**src/rtl/pla_cfg_loader.sv**
```systemverilog
// Serial configuration loader for the PLA OR plane: assembles select words and strobes them into the cells.
// Optional even-parity checking per word is enabled with `define PLA_CFG_PARITY_EN.
module pla_cfg_loader #(
  parameter int NUM_INPUTS = 5,
  parameter int NUM_TERMS  = 4
) (
  input  logic                  clk,
  input  logic                  rst_n,
  input  logic                  start,
  input  logic                  bit_in,
  input  logic                  bit_valid,
  output logic                  bit_ready,
  output logic [NUM_INPUTS-1:0] sel,
  output logic [NUM_TERMS-1:0]  wen,
  output logic                  busy,
  output logic                  done,
  output logic                  err
);
`ifdef PLA_CFG_PARITY_EN
  localparam int LAST_BIT = NUM_INPUTS;
`else
  localparam int LAST_BIT = NUM_INPUTS - 1;
`endif
  localparam int CNT_W  = $clog2(NUM_INPUTS + 1);
  localparam int TERM_W = (NUM_TERMS > 1) ? $clog2(NUM_TERMS) : 1;

  typedef enum logic [2:0] {
    S_IDLE, S_SHIFT, S_SETUP, S_STROBE, S_HOLD, S_DONE
  } state_t;

  state_t                state_q, state_d;
  logic [CNT_W-1:0]      bit_cnt_q, bit_cnt_d;
  logic [TERM_W-1:0]     term_q, term_d;
  logic [NUM_INPUTS-1:0] word_q, word_d;
  logic [NUM_INPUTS-1:0] sel_q, sel_d;
  logic [NUM_TERMS-1:0]  wen_q, wen_d;
  logic                  ready_q, busy_q, done_q;
  logic                  accept;
  logic                  skip_wen;
`ifdef PLA_CFG_PARITY_EN
  logic                  bad_q, bad_d;
  logic                  err_q, err_d;
`endif

  always_comb begin
    state_d   = state_q;
    bit_cnt_d = bit_cnt_q;
    term_d    = term_q;
    word_d    = word_q;
    sel_d     = sel_q;
    skip_wen  = 1'b0;
`ifdef PLA_CFG_PARITY_EN
    bad_d     = bad_q;
    err_d     = err_q;
`endif
    accept    = bit_valid && ready_q;

    case (state_q)
      S_IDLE: begin
        if (start) begin
          state_d   = S_SHIFT;
          term_d    = '0;
          bit_cnt_d = '0;
`ifdef PLA_CFG_PARITY_EN
          err_d     = 1'b0;
`endif
        end
      end
      S_SHIFT: begin
        if (accept) begin
          if (bit_cnt_q < CNT_W'(NUM_INPUTS)) word_d[bit_cnt_q] = bit_in;
          if (bit_cnt_q == CNT_W'(LAST_BIT)) begin
            // sel is loaded on entry to SETUP so it is stable a full cycle before wen rises
            state_d = S_SETUP;
            sel_d   = word_d;
`ifdef PLA_CFG_PARITY_EN
            bad_d   = (^word_q) != bit_in;
`endif
          end else begin
            bit_cnt_d = bit_cnt_q + 1'b1;
          end
        end
      end
      S_SETUP: begin
        state_d = S_STROBE;
`ifdef PLA_CFG_PARITY_EN
        skip_wen = bad_q;
        err_d    = err_q | bad_q;
`endif
      end
      S_STROBE: state_d = S_HOLD;
      S_HOLD: begin
        if (term_q == TERM_W'(NUM_TERMS - 1)) begin
          state_d = S_DONE;
        end else begin
          term_d    = term_q + 1'b1;
          bit_cnt_d = '0;
          state_d   = S_SHIFT;
        end
      end
      S_DONE:  state_d = S_IDLE;
      default: state_d = S_IDLE;
    endcase

    // Strobe is decoded from the next state so wen comes straight from a flop
    wen_d = '0;
    if (state_d == S_STROBE && !skip_wen) wen_d[term_d] = 1'b1;
  end

  always_ff @(posedge clk or negedge rst_n) begin
    if (!rst_n) begin
      state_q   <= S_IDLE;
      bit_cnt_q <= '0;
      term_q    <= '0;
      word_q    <= '0;
      sel_q     <= '0;
      wen_q     <= '0;
      ready_q   <= 1'b0;
      busy_q    <= 1'b0;
      done_q    <= 1'b0;
`ifdef PLA_CFG_PARITY_EN
      bad_q     <= 1'b0;
      err_q     <= 1'b0;
`endif
    end else begin
      state_q   <= state_d;
      bit_cnt_q <= bit_cnt_d;
      term_q    <= term_d;
      word_q    <= word_d;
      sel_q     <= sel_d;
      wen_q     <= wen_d;
      ready_q   <= (state_d == S_SHIFT);
      busy_q    <= (state_d != S_IDLE);
      done_q    <= (state_d == S_DONE);
`ifdef PLA_CFG_PARITY_EN
      bad_q     <= bad_d;
      err_q     <= err_d;
`endif
    end
  end

  assign bit_ready = ready_q;
  assign sel       = sel_q;
  assign wen       = wen_q;
  assign busy      = busy_q;
  assign done      = done_q;
`ifdef PLA_CFG_PARITY_EN
  assign err       = err_q;
`else
  assign err       = 1'b0;
`endif

endmodule
```
**config.mk**
```make
export PLATFORM = sky130hd
export DESIGN_NAME = pla_cfg_loader
export DESIGN_NICKNAME = d
export VERILOG_FILES = /design/src/rtl/pla_cfg_loader.sv
export SDC_FILE = /design/constraint.sdc
export NUM_CORES = 1
export LEC_CHECK = 0
export BUFFER_PORTS_ARGS = -buffer_cell sky130_fd_sc_hd__buf_2
export CAP_MARGIN = 20
export CORE_ASPECT_RATIO = 1.75
export CORE_MARGIN = 2
export CORE_UTILIZATION = 50
export CTS_BUF_LIST = sky130_fd_sc_hd__clkbuf_2 sky130_fd_sc_hd__clkbuf_4 sky130_fd_sc_hd__clkbuf_8
export DETAILED_ROUTE_END_ITERATION = 12
export GPL_TIMING_DRIVEN = 1
export PLACE_DENSITY = 0.78
export SETUP_SLACK_MARGIN = 0.3
export SLEW_MARGIN = 5
export SYNTH_ARGS = -nofsm -noshare
export SYNTH_HDL_FRONTEND = slang
export SYNTH_SLANG_ARGS = --single-unit
```
**constraint.sdc**
```tcl
create_clock -name clk -period 2.1 [get_ports clk]
set_input_delay 0.21 -clock clk [delete_from_list [all_inputs] [get_ports clk]]
set_output_delay 0.21 -clock clk [all_outputs]
set_load 0.01 [all_outputs]
```
# --- After elaboration in Yosys (flattened, before gate mapping) ---
# Index checks and enable logic that the tools add are counted.
op_classes:
  n_reduce_logical: 9
  add_sub_neg: 2
  order_cmp: 5
  n_eq_ne: 13
  n_mux: 20
op_table:
  columns: ["op", "count"]
  rows:
  - ["$mux 3", 8]
  - ["$pmux 3 s5", 1]
  - ["$eq 3x2->1 const B", 3]
  - ["$eq 3x3->1 const B", 3]
  - ["$pmux 3 s3", 1]
  - ["$ne 2x2->1 const B", 4]
  - ["$eq 3x1->1 const B", 2]
  - ["$reduce_bool 3->1", 2]
  - ["$bwmux 5", 1]
  - ["$mux 5", 1]
  - ["$reduce_and 5->1", 1]
  - ["$lt 3x4->1 const B", 1]
  - ["$mux 2", 2]
  - ["$mux 4", 1]
  - ["$pmux 2 s2", 1]
  - ["$add 3x1->3 const B", 1]
  - ["$demux 1 s3", 1]
  - ["$ge 3x1->1 const B", 1]
  - ["$logic_and 1x1->1", 3]
  - ["$logic_not 3->1", 1]
  - ["$lt 2x3->1 const B", 1]
  - ["$lt 3x3->1 const B", 1]
  - ["$reduce_and 3->1", 1]
  - ["$add 2x1->2 const B", 1]
  - ["5 further kinds", 6]
totals:
  out_inout_bits: 13
  elab_cells: 58
  inputBits: 5
  reg_bits: 25

# --- Depth between registers and ports, before layout ---
# Gate-level depths: netlist (run 1).
logic_depth:
  ltp_word: 8
  ltp_mapped: 5
  ltp_nobuf: 5

# --- Worst setup path after synthesis (run 1) ---
# Ideal clock, no wire load.
synth_timing:
  path_kind: "register to register"
  start: "reg bit_cnt_q[0]"
  end: "reg sel_q[0] (netlist: sel[0])"
  arrival_time_ns: 1.430
  stages_incl_launch_ff: 6
  path_slack_ns: 0.546
  required_ns: 1.975
  path_buffers: 0
  setup_ns: 0.125
  path_cell_list: "dfrtp_1 > inv_1 > ha_1 > nand2_1 > nor3_4 > mux2_2"
synth_via:
  elab_chain_cells: 6
  word_cells_on_any_way: 10
  cone_classes: "order compare (3); eq/ne (1); mux (4); reduce/logical (2)"
synth_lines:
  columns: ["element", "line", "source"]
  rows:
  - ["start, declared", "32", "logic [CNT_W-1:0] bit_cnt_q, bit_cnt_d;"]
  - ["start signal, assigned", "127", "bit_cnt_q <= bit_cnt_d;"]
  - ["$lt 3x4->1 (implied by the code) or $ge 3x1->1 (tied branches)", "71", "if (bit_cnt_q < CNT_W'(NUM_INPUTS)) word_d[bit_cnt_q] = bit_in;"]
  - ["$logic_and 1x1->1 (implied by the code)", "71", null]
  - ["$mux 1 (implied by the code)", "71", null]
  - ["$demux 1 s3", "71", null]
  - ["$bwmux 5", "71", null]
  - ["$mux 5", "71", null]
  - ["end signal, assigned", "130", "sel_q <= sel_d;"]
  - ["end, declared", "35", "logic [NUM_INPUTS-1:0] sel_q, sel_d;"]
# Several ways; a longest one is shown, not always the timed one.
# A chain may end at the register's enable or synchronous reset.

# --- Final worst setup path (run 1) ---
layout_timing:
  start: "reg bit_cnt_q[0]"
  end: "reg sel_q[2] (netlist: sel[2])"
# The elaborated chain is that of the path after synthesis.

==> run_summary.xml, run 1 <==
<?xml version="1.0" encoding="UTF-8"?>
<metrics>
  <group name="status">
    <metric name="run_status" unit="">finished, final reports clean</metric>
  </group>
  <group name="yosys">
    <metric name="post_synth_num_cell_types" unit="">32</metric>
    <metric name="synth_compound_area_share" unit="%">9.48</metric>
    <metric name="synth_top_cell_area_share" unit="%">52.1</metric>
    <metric name="synth_nets" unit="">109</metric>
    <metric name="synth-warning-count" unit="">0</metric>
    <metric name="post_synth_instance_area" unit="um^2">1200</metric>
    <metric name="post_synth_and_or_nand_nor_area_fraction" unit="%">18.2</metric>
    <metric name="syn-instance-count" unit="">102</metric>
    <metric name="ys_top_cells_by_area" unit="">sky130_fd_sc_hd__dfrtp_1, sky130_fd_sc_hd__mux2_2, sky130_fd_sc_hd__mux2i_1, sky130_fd_sc_hd__nor3b_1, sky130_fd_sc_hd__o31ai_1</metric>
    <metric name="syn_avg_cell_area" unit="um^2">11.8</metric>
    <metric name="combinational_family_with_the_most_area_after_synthesis" unit="">simple AND/OR/NAND/NOR gates</metric>
    <metric name="yosys-mux-area-fraction" unit="%">14.5</metric>
    <metric name="post_synth_xor_area_fraction" unit="%">0</metric>
    <metric name="synth.ff_latch_count" unit="">25</metric>
    <metric name="synth_sequential_area_ratio" unit="%">52.1</metric>
    <metric name="netlist.top_cell.by_area" unit="">sky130_fd_sc_hd__dfrtp_1</metric>
    <metric name="synth-adder-area-share" unit="%">2.08</metric>
  </group>
  <group name="global_routing">
    <metric name="grt_pass1_wl" unit="um">3660</metric>
    <metric name="grt_max_degree" unit="">26</metric>
    <metric name="grt_antenna_before_repair" unit="">0</metric>
    <metric name="grt.total_usage" unit="%">19.6</metric>
    <metric name="grt.overflow.total" unit="">0</metric>
    <metric name="vias_in_the_first_global_route" unit="">805</metric>
  </group>
  <group name="placed_design">
    <metric name="numPortBuffers" unit="">16</metric>
    <metric name="dp.cells" unit="">140</metric>
    <metric name="post-dp-hpwl" unit="um">1620</metric>
    <metric name="place_congestion" unit="">0.802</metric>
    <metric name="place_ws" unit="ns">0.362</metric>
  </group>
  <group name="cells_and_area">
    <metric name="antenna_cells" unit="">0</metric>
    <metric name="design.final.nets" unit="">129</metric>
    <metric name="drive_above_1_share" unit="%">30.6</metric>
    <metric name="area_of_the_multi_input_gates" unit="um^2">536</metric>
    <metric name="area.sequential" unit="um^2">626</metric>
    <metric name="flow.area_growth_from_synthesis" unit="%">13.6</metric>
    <metric name="layoutNonFillerInstCount" unit="">146</metric>
    <metric name="fill_cells" unit="">185</metric>
  </group>
  <group name="drt">
    <metric name="post_drt_wl_per_cell" unit="um">15.4</metric>
    <metric name="num_vias" unit="">811</metric>
    <metric name="viasPerCell" unit="">5.55</metric>
    <metric name="drt-total-wl" unit="um">2260</metric>
    <metric name="final_antenna_net_count" unit="">0</metric>
    <metric name="detailedRoute.firstPassIterationCount" unit="">4</metric>
    <metric name="detail_route.iter0.violations" unit="">24</metric>
    <metric name="drc" unit="">0</metric>
  </group>
  <group name="setup_path">
    <metric name="setup.worst_path.start_class" unit="">flop</metric>
    <metric name="setup_crit_path_kind" unit="">reg -&gt; reg</metric>
    <metric name="timing.critical_path.to_type" unit="">flop</metric>
    <metric name="cp.buffers_inverters" unit="">1</metric>
    <metric name="slowest_stage" unit="">sky130_fd_sc_hd__dfrtp_1</metric>
    <metric name="cpPeakStageDelay" unit="ns">0.47</metric>
    <metric name="arrival" unit="ns">1.83</metric>
    <metric name="critical_path.cell_chain" unit="">inv_1 -&gt; ha_1 -&gt; nand2_1 -&gt; nor3_4 -&gt; mux2_2</metric>
    <metric name="critical_path_peak_fanout" unit="">9</metric>
    <metric name="path_delay_family" unit="">flip-flops</metric>
    <metric name="worst-endpoint-required" unit="ns">2.27</metric>
  </group>
  <group name="min_path">
    <metric name="holdCritPathClass" unit="">in -&gt; reg</metric>
  </group>
  <group name="sta">
    <metric name="timing.clock.skew" unit="ns">0.00844</metric>
    <metric name="postLayoutSetupSlackWorst" unit="ns">0.439</metric>
    <metric name="finalCritPeriodShare" unit="%">79.1</metric>
    <metric name="fin_hold_viols" unit="">0</metric>
    <metric name="final_max_slew_viol_count" unit="">0</metric>
    <metric name="grt_setup_unrepaired" unit="">no</metric>
    <metric name="worst-slew-pin-transition" unit="ns">0.542</metric>
    <metric name="setup_tns" unit="ns">0</metric>
    <metric name="timing.final.crit_period" unit="ns">1.66</metric>
    <metric name="fmax" unit="MHz">602</metric>
    <metric name="slew-limit-headroom" unit="%">63.9</metric>
    <metric name="finalSetupViolations" unit="">0</metric>
  </group>
  <group name="clock_network">
    <metric name="post_cts_resized" unit="">0</metric>
    <metric name="cts-buffers-inserted" unit="">3</metric>
    <metric name="path_clk_slew" unit="ns">0.09</metric>
    <metric name="cts_root_buf" unit="">sky130_fd_sc_hd__clkbuf_8</metric>
    <metric name="clock_tree.buffer_depth" unit="">2</metric>
    <metric name="tritoncts" unit="">yes</metric>
    <metric name="cts-htree-levels" unit="">1</metric>
    <metric name="clock-sinks" unit="">25</metric>
    <metric name="clk_latency" unit="ns">0.27</metric>
  </group>
  <group name="floorplanning">
    <metric name="start_util" unit="%">52.8</metric>
    <metric name="die_footprint" unit="um^2">2830</metric>
    <metric name="core" unit="um^2">2270</metric>
    <metric name="pin_count" unit="">18</metric>
    <metric name="floorplan.rows" unit="">23</metric>
    <metric name="floorplan.die.width" unit="um">41.1</metric>
    <metric name="die_height" unit="um">68.8</metric>
  </group>
  <group name="power_and_ir_drop">
    <metric name="vdd.ir_drop.worst" unit="mV">0.770</metric>
    <metric name="power_leakage" unit="nW">0.644</metric>
    <metric name="report.power.total" unit="W">0.00173</metric>
    <metric name="power.density" unit="nW/um^2">1270</metric>
  </group>
  <group name="job">
    <metric name="max_cap_violations" unit="">0</metric>
  </group>
</metrics>
cell usage after synthesis (all sizes together):
master	n
a211oi	1
a21o	1
a21oi	2
a22o	2
and2b	1
and3	1
buf	3
clkbuf	1
conb	1
dfrtp	25
ha	2
inv	5
mux2	11
mux2i	5
nand2	4
nand2b	2
nand3b	3
nand4	1
nand4b	1
nor2	5
nor2b	1
nor3	4
nor3b	6
o21ai	5
o21bai	1
o31ai	4
o32ai	1
or2	1
or3	1
or3b	1
worst reg2reg max path, stage by stage (launching register included):
cell	delay (ns)
sky130_fd_sc_hd__dfrtp_1	0.47
sky130_fd_sc_hd__inv_1	0.09
sky130_fd_sc_hd__ha_1	0.20
sky130_fd_sc_hd__nand2_1	0.11
sky130_fd_sc_hd__nor3_4	0.30
sky130_fd_sc_hd__mux2_2	0.38
worst paths after layout:
| path | from | to | slack (ns) | cells after the start |
|---|---|---|---|---|
| setup / recovery | bit_cnt_q[0] | sel[2] | 0.44 | 5 |
| hold / removal | bit_in | word_q[0] | 0.24 | 2 |
| setup reg to reg | bit_cnt_q[0] | sel[2] | 0.44 | 5 |
| hold reg to reg | sel[1] | sel[1] | 0.51 | 1 |
| max in group asynchronous | rst_n | wen[1] | 1.29 | 2 |
| min in group asynchronous | rst_n | bit_cnt_q[2] | 0.44 | 2 |
where the power goes:
group	switching (W)	leakage [nW]	internal (W)	total, W
clock network	0.000155	0.0217	0.000135	0.000290
registers	0.000153	0.319	0.000639	0.000792
logic	0.000308	0.304	0.000344	0.000652
layout by cell type, fill, tap and decap left out, types with 2 or more instances in the layout:
cell type	n
sky130_fd_sc_hd__o21ai_0	5
sky130_fd_sc_hd__nand2b_1	2
sky130_fd_sc_hd__ha_1	2
sky130_fd_sc_hd__dfrtp_1	25
sky130_fd_sc_hd__clkbuf_8	3
sky130_fd_sc_hd__mux2_2	11
sky130_fd_sc_hd__buf_2	16
sky130_fd_sc_hd__a21oi_1	2
sky130_fd_sc_hd__inv_1	5
sky130_fd_sc_hd__nand2_1	4
sky130_fd_sc_hd__nor3b_1	6
sky130_fd_sc_hd__nand3b_1	3
sky130_fd_sc_hd__o31ai_1	4
sky130_fd_sc_hd__nor3_1	3
sky130_fd_sc_hd__a22o_1	2
sky130_fd_sc_hd__mux2i_1	5
sky130_fd_sc_hd__buf_4	2
sky130_fd_sc_hd__nor2_1	5
routing by layer:
layer / track usage, % / up-vias / part of all wire [%]
li1: - / 399 / -
met1: 24.6 / 394 / 43
met2: 30.5 / 14 / 52
met3: 1.92 / 4 / 2.4
met4: 12.5 / 0 / 2.1
met5: 0 / - / 0
logic make-up (layout without fill, tap and decap cells):
group	count (synthesis)	in the layout
AND/OR/NAND/NOR	32	32
flip-flops	25	25
AO/OA/AOI/OAI	17	17
multiplexers	16	16
buffers and inverters	9	28
adder cells (fa/ha/maj)	2	2
other	1	1
final cells by class:
type | instances | share of cell area, %
sequential | 25 | 45.8
inverter | 5 | 1.37
clock inverter | 1 | 0.550
timing repair buffer | 19 | 7.70
tap | 25 | 2.29
clock buffer | 3 | 3.02
multi-input combinational | 68 | 39.2
metrics by stage:
stage	area, um^2	utilization [%]	hold WS, ns
after CTS	1360	59.7	0.238
after detailed placement	1300	57.1	0.232
after floorplan	1200	-	-0.0856
final	1370	60.0	0.237
after global routing	1370	60.0	0.242
after global placement	1300	57.1	0.224
state kept, by name, summed over array words and instances (netlist names):
signal     flops
bit_ready      1
done           1
word_q         5
busy           1
bit_cnt_q      3
sel            5
wen            4
term_q         2
state_q        3
timing repair:
item | 4_1_cts | 5_1_grt
hold buffers | 1 | 0
setup buffers | 0 | 1
endpoints found under the setup margin | 0 | 4
endpoints found under the hold margin | 25 | 0
No activity file was read; power rests on OpenSTA's default activity.
==> run 2: changes to the inputs <==
Settings changed: ABC_AREA from default to 1, PLACE_DENSITY 0.78 to 0.81.
Clock period 2.1 ns to 1.5 ns, I/O delays scaled along.
==> run 2 against run 1 <==
Against the previous run: cell count increased by 45%; global-route usage increased by 2.2 points; clock skew decreased by 0.0066 ns; largest power group is now combinational logic; sequential cell count unchanged; worst hold slack improved by 0.038 ns; synthesized cell count increased by 52%; critical path type unchanged; first-iteration DRC count increased by 75%; worst setup slack got worse by 0.19 ns.
==> run_summary.xml, run 2 <==
<?xml version="1.0" encoding="UTF-8"?>
<metrics>
  <group name="cells_and_area">
    <metric name="most-common-layout-cells" unit="">sky130_fd_sc_hd__nand2_1, sky130_fd_sc_hd__dfrtp_1, sky130_fd_sc_hd__buf_2, sky130_fd_sc_hd__o21ai_1</metric>
    <metric name="design.final.nets" unit="">194</metric>
    <metric name="area.sequential" unit="um^2">631</metric>
    <metric name="layout.cells.most_common" unit="">sky130_fd_sc_hd__nand2_1</metric>
    <metric name="layoutNonFillerInstCount" unit="">211</metric>
    <metric name="fill_cells" unit="">173</metric>
    <metric name="antenna_cells" unit="">0</metric>
    <metric name="flow.area_growth_from_synthesis" unit="%">29.8</metric>
    <metric name="drive_above_1_share" unit="%">39.8</metric>
    <metric name="area_of_the_multi_input_gates" unit="um^2">659</metric>
  </group>
  <group name="yosys">
    <metric name="post_synth_instance_area" unit="um^2">1240</metric>
    <metric name="yosysMostFrequentCell" unit="">sky130_fd_sc_hd__nand2_1</metric>
    <metric name="ys_top_cells_by_area" unit="">sky130_fd_sc_hd__dfrtp_1, sky130_fd_sc_hd__nand2_1, sky130_fd_sc_hd__o21ai_0, sky130_fd_sc_hd__nand3_1, sky130_fd_sc_hd__inv_1</metric>
    <metric name="number_of_enable_type_register_cells_in_the_synthesized_netlist" unit="">0</metric>
    <metric name="ys_top_cells_by_count" unit="">sky130_fd_sc_hd__nand2_1, sky130_fd_sc_hd__dfrtp_1, sky130_fd_sc_hd__inv_1, sky130_fd_sc_hd__o21ai_0, sky130_fd_sc_hd__nand3_1</metric>
    <metric name="synth_sequential_area_ratio" unit="%">50.4</metric>
    <metric name="synth.ff_latch_count" unit="">25</metric>
    <metric name="synth_top_cell_area_share" unit="%">50.4</metric>
    <metric name="post_synth_num_cell_types" unit="">21</metric>
    <metric name="ys.flop_type" unit="">sky130_fd_sc_hd__dfrtp_1</metric>
    <metric name="syn-instance-count" unit="">155</metric>
    <metric name="synth-warning-count" unit="">0</metric>
    <metric name="netlist.top_cell.by_area" unit="">sky130_fd_sc_hd__dfrtp_1</metric>
    <metric name="asyncSetResetFlopFracSynth" unit="%">100</metric>
    <metric name="syn_avg_cell_area" unit="um^2">8.01</metric>
    <metric name="synth_nets" unit="">162</metric>
  </group>
  <group name="power_and_ir_drop">
    <metric name="vdd.ir_drop.worst" unit="mV">0.952</metric>
    <metric name="power_leakage" unit="nW">0.879</metric>
    <metric name="power.density" unit="nW/um^2">1720</metric>
  </group>
  <group name="min_path">
    <metric name="timing.hold.worst_path_depth" unit="">4</metric>
    <metric name="holdCritPathClass" unit="">in -&gt; reg</metric>
    <metric name="worstHoldEndpoint" unit="">term_q[0]</metric>
    <metric name="hold_path_startpoint" unit="">start</metric>
  </group>
  <group name="setup_path">
    <metric name="worst-endpoint-required" unit="ns">1.66</metric>
    <metric name="critical_path.cell_chain" unit="">inv_2 -&gt; ha_4 -&gt; nand2_4 -&gt; inv_4 -&gt; nand2_8 -&gt; nand2_4 -&gt; nand3_2 -&gt; nand2_2 -&gt; nand3b_1</metric>
    <metric name="r2r_start" unit="">bit_cnt_q[0]</metric>
    <metric name="cpMostUsedCell" unit="">sky130_fd_sc_hd__nand2_4</metric>
    <metric name="path_delay_family" unit="">flip-flops</metric>
    <metric name="setup_crit_path_kind" unit="">reg -&gt; reg</metric>
    <metric name="arrival" unit="ns">1.41</metric>
    <metric name="setup.worst_path.start_class" unit="">flop</metric>
    <metric name="cp.buffers_inverters" unit="">2</metric>
    <metric name="critical_path.reg2reg.endpoint" unit="">busy</metric>
    <metric name="slowest_stage" unit="">sky130_fd_sc_hd__dfrtp_2</metric>
    <metric name="cpPeakStageDelay" unit="ns">0.42</metric>
    <metric name="critical_path_peak_fanout" unit="">8</metric>
    <metric name="timing.critical_path.to_type" unit="">flop</metric>
    <metric name="crit_startpoint" unit="">bit_cnt_q[0]</metric>
    <metric name="reg2reg_setup_slack" unit="ns">0.25</metric>
    <metric name="worst-r2r-cell-count" unit="">9</metric>
  </group>
  <group name="drt">
    <metric name="drc" unit="">0</metric>
    <metric name="final_antenna_net_count" unit="">0</metric>
    <metric name="detail_route.iter0.violations" unit="">42</metric>
    <metric name="drt-total-wl" unit="um">3000</metric>
    <metric name="num_vias" unit="">1141</metric>
    <metric name="detailedRoute.firstPassIterationCount" unit="">4</metric>
    <metric name="viasPerCell" unit="">5.41</metric>
    <metric name="post_drt_wl_per_cell" unit="um">14.2</metric>
  </group>
  <group name="sta">
    <metric name="final_max_slew_viol_count" unit="">0</metric>
    <metric name="fmax" unit="MHz">801</metric>
    <metric name="timing.final.crit_period" unit="ns">1.25</metric>
    <metric name="grt_setup_unrepaired" unit="">yes</metric>
    <metric name="finalCritPeriodShare" unit="%">83.2</metric>
    <metric name="fin_hold_viols" unit="">0</metric>
    <metric name="finalSetupViolations" unit="">0</metric>
    <metric name="setup_tns" unit="ns">0</metric>
    <metric name="worst-slew-pin-transition" unit="ns">0.553</metric>
    <metric name="slew-limit-headroom" unit="%">63.2</metric>
    <metric name="timing.clock.skew" unit="ns">0.00186</metric>
    <metric name="postLayoutSetupSlackWorst" unit="ns">0.252</metric>
  </group>
  <group name="clock_network">
    <metric name="tritoncts" unit="">yes</metric>
    <metric name="path_clk_slew" unit="ns">0.08</metric>
    <metric name="clk_latency" unit="ns">0.27</metric>
    <metric name="clock-sinks" unit="">25</metric>
    <metric name="cts_root_buf" unit="">sky130_fd_sc_hd__clkbuf_8</metric>
    <metric name="cts-htree-levels" unit="">1</metric>
    <metric name="cts-buffers-inserted" unit="">3</metric>
    <metric name="clock_tree.buffer_depth" unit="">2</metric>
  </group>
  <group name="floorplanning">
    <metric name="die_footprint" unit="um^2">2910</metric>
    <metric name="die_height" unit="um">69.9</metric>
    <metric name="floorplan.rows" unit="">23</metric>
    <metric name="core" unit="um^2">2330</metric>
    <metric name="floorplan.die.width" unit="um">41.7</metric>
    <metric name="pin_count" unit="">18</metric>
    <metric name="start_util" unit="%">53.2</metric>
  </group>
  <group name="placed_design">
    <metric name="dp.cells" unit="">195</metric>
    <metric name="numPortBuffers" unit="">16</metric>
    <metric name="post-dp-hpwl" unit="um">2070</metric>
    <metric name="place_ws" unit="ns">0.133</metric>
    <metric name="place_congestion" unit="">0.876</metric>
  </group>
  <group name="status">
    <metric name="run_status" unit="">finished, final reports clean</metric>
  </group>
  <group name="global_routing">
    <metric name="grt_antenna_before_repair" unit="">0</metric>
    <metric name="grt.overflow.total" unit="">0</metric>
    <metric name="grt_pass1_wl" unit="um">4820</metric>
    <metric name="vias_in_the_first_global_route" unit="">1110</metric>
    <metric name="grt.total_usage" unit="%">21.8</metric>
    <metric name="grt_max_degree" unit="">26</metric>
  </group>
  <group name="job">
    <metric name="max_cap_violations" unit="">0</metric>
  </group>
</metrics>
## run 2: cell types whose count changed in the layout (fill, tap and decap cells not counted), sizes merged, moves of 4 or more
cell   before  now
nor2        5   11
o21ai       5   16
mux2i       5    0
nand3       0   13
nand2       4   63
o31ai       4    0
buf        18   26
inv         5   18
nor3b       6    0
mux2       11    0
## run 2: final cells by class
cell class                 count  area share, %
clock inverter                 1          0.311
multi-input combinational    112           40.9
clock buffer                   3           2.56
sequential                    25           39.1
timing repair buffer          27           10.5
tap                           25           1.94
inverter                      18           4.66
## run 2: worst max path at each step
stage               slack [ns]  cells after the start           end
finish                    0.25                      9          busy
CTS                       0.26                      9          busy
global placement          0.20                      9          busy
global route              0.18                      6  bit_cnt_q[0]
floorplan                 0.27                      9          busy
detailed placement        0.13                      9          busy
## run 2: cell families (layout without fill, tap and decap cells)
logic type	after synthesis	count (layout)	share of synthesized area (%)
AOI/OAI and AO/OA	17	17	7.16
xor gates and xnor gates	1	1	0.706
adders and majority gates	2	2	2.02
buffers and inverters	19	49	6.25
DFF	25	25	50.4
other	1	1	0.302
and+or+nand+nor	90	91	33.2
## run 2: metrics by stage
stage          instance area (um^2)  power, W  utilization [%]  hold slack [ns]
2_1_floorplan                  1260   0.00173                -           -0.146
3_3_place_gp                   1370   0.00196             58.7            0.161
3_5_place_dp                   1370   0.00201             58.7            0.168
4_1_cts                        1540   0.00262             65.9            0.260
5_1_grt                        1610   0.00297             69.1            0.290
6_report                       1610   0.00277             69.1            0.275
## run 2: repair_timing
item                                    in CTS  in global routing
hold buffers                                 1                  0
resized for setup                           18                 31
setup buffers                                9                  1
endpoints found under the hold margin       25                  0
endpoints found under the setup margin      21                 20
pin swaps                                    3                  8
gates cloned                                 1                  0
## run 2: tightest hold or removal path: cells and delay by family
kind	cells	cell delay (ns)
AOI/OAI and AO/OA	1	0.08
buffers and inverters	1	0.09
and+or+nand+nor	2	0.18
## run 2: layer usage
| layer | routed length (um) | up-vias | track usage, % | share of wire, % |
|---|---|---|---|---|
| met5 | 0 | - | 0 | 0 |
| met4 | 112 | 0 | 15.1 | 3.7 |
| met3 | 100 | 9 | 2.58 | 3.3 |
| met2 | 1740 | 31 | 40.3 | 58 |
| met1 | 1050 | 550 | 21.4 | 35 |
| li1 | - | 551 | - | - |
## run 2: power breakdown
part / switching, W / leakage [nW] / internal [W]
Sequential: 0.000140 / 0.324 / 0.000860
Clock: 0.000208 / 0.0255 / 0.000186
Combinational: 0.000851 / 0.530 / 0.000528
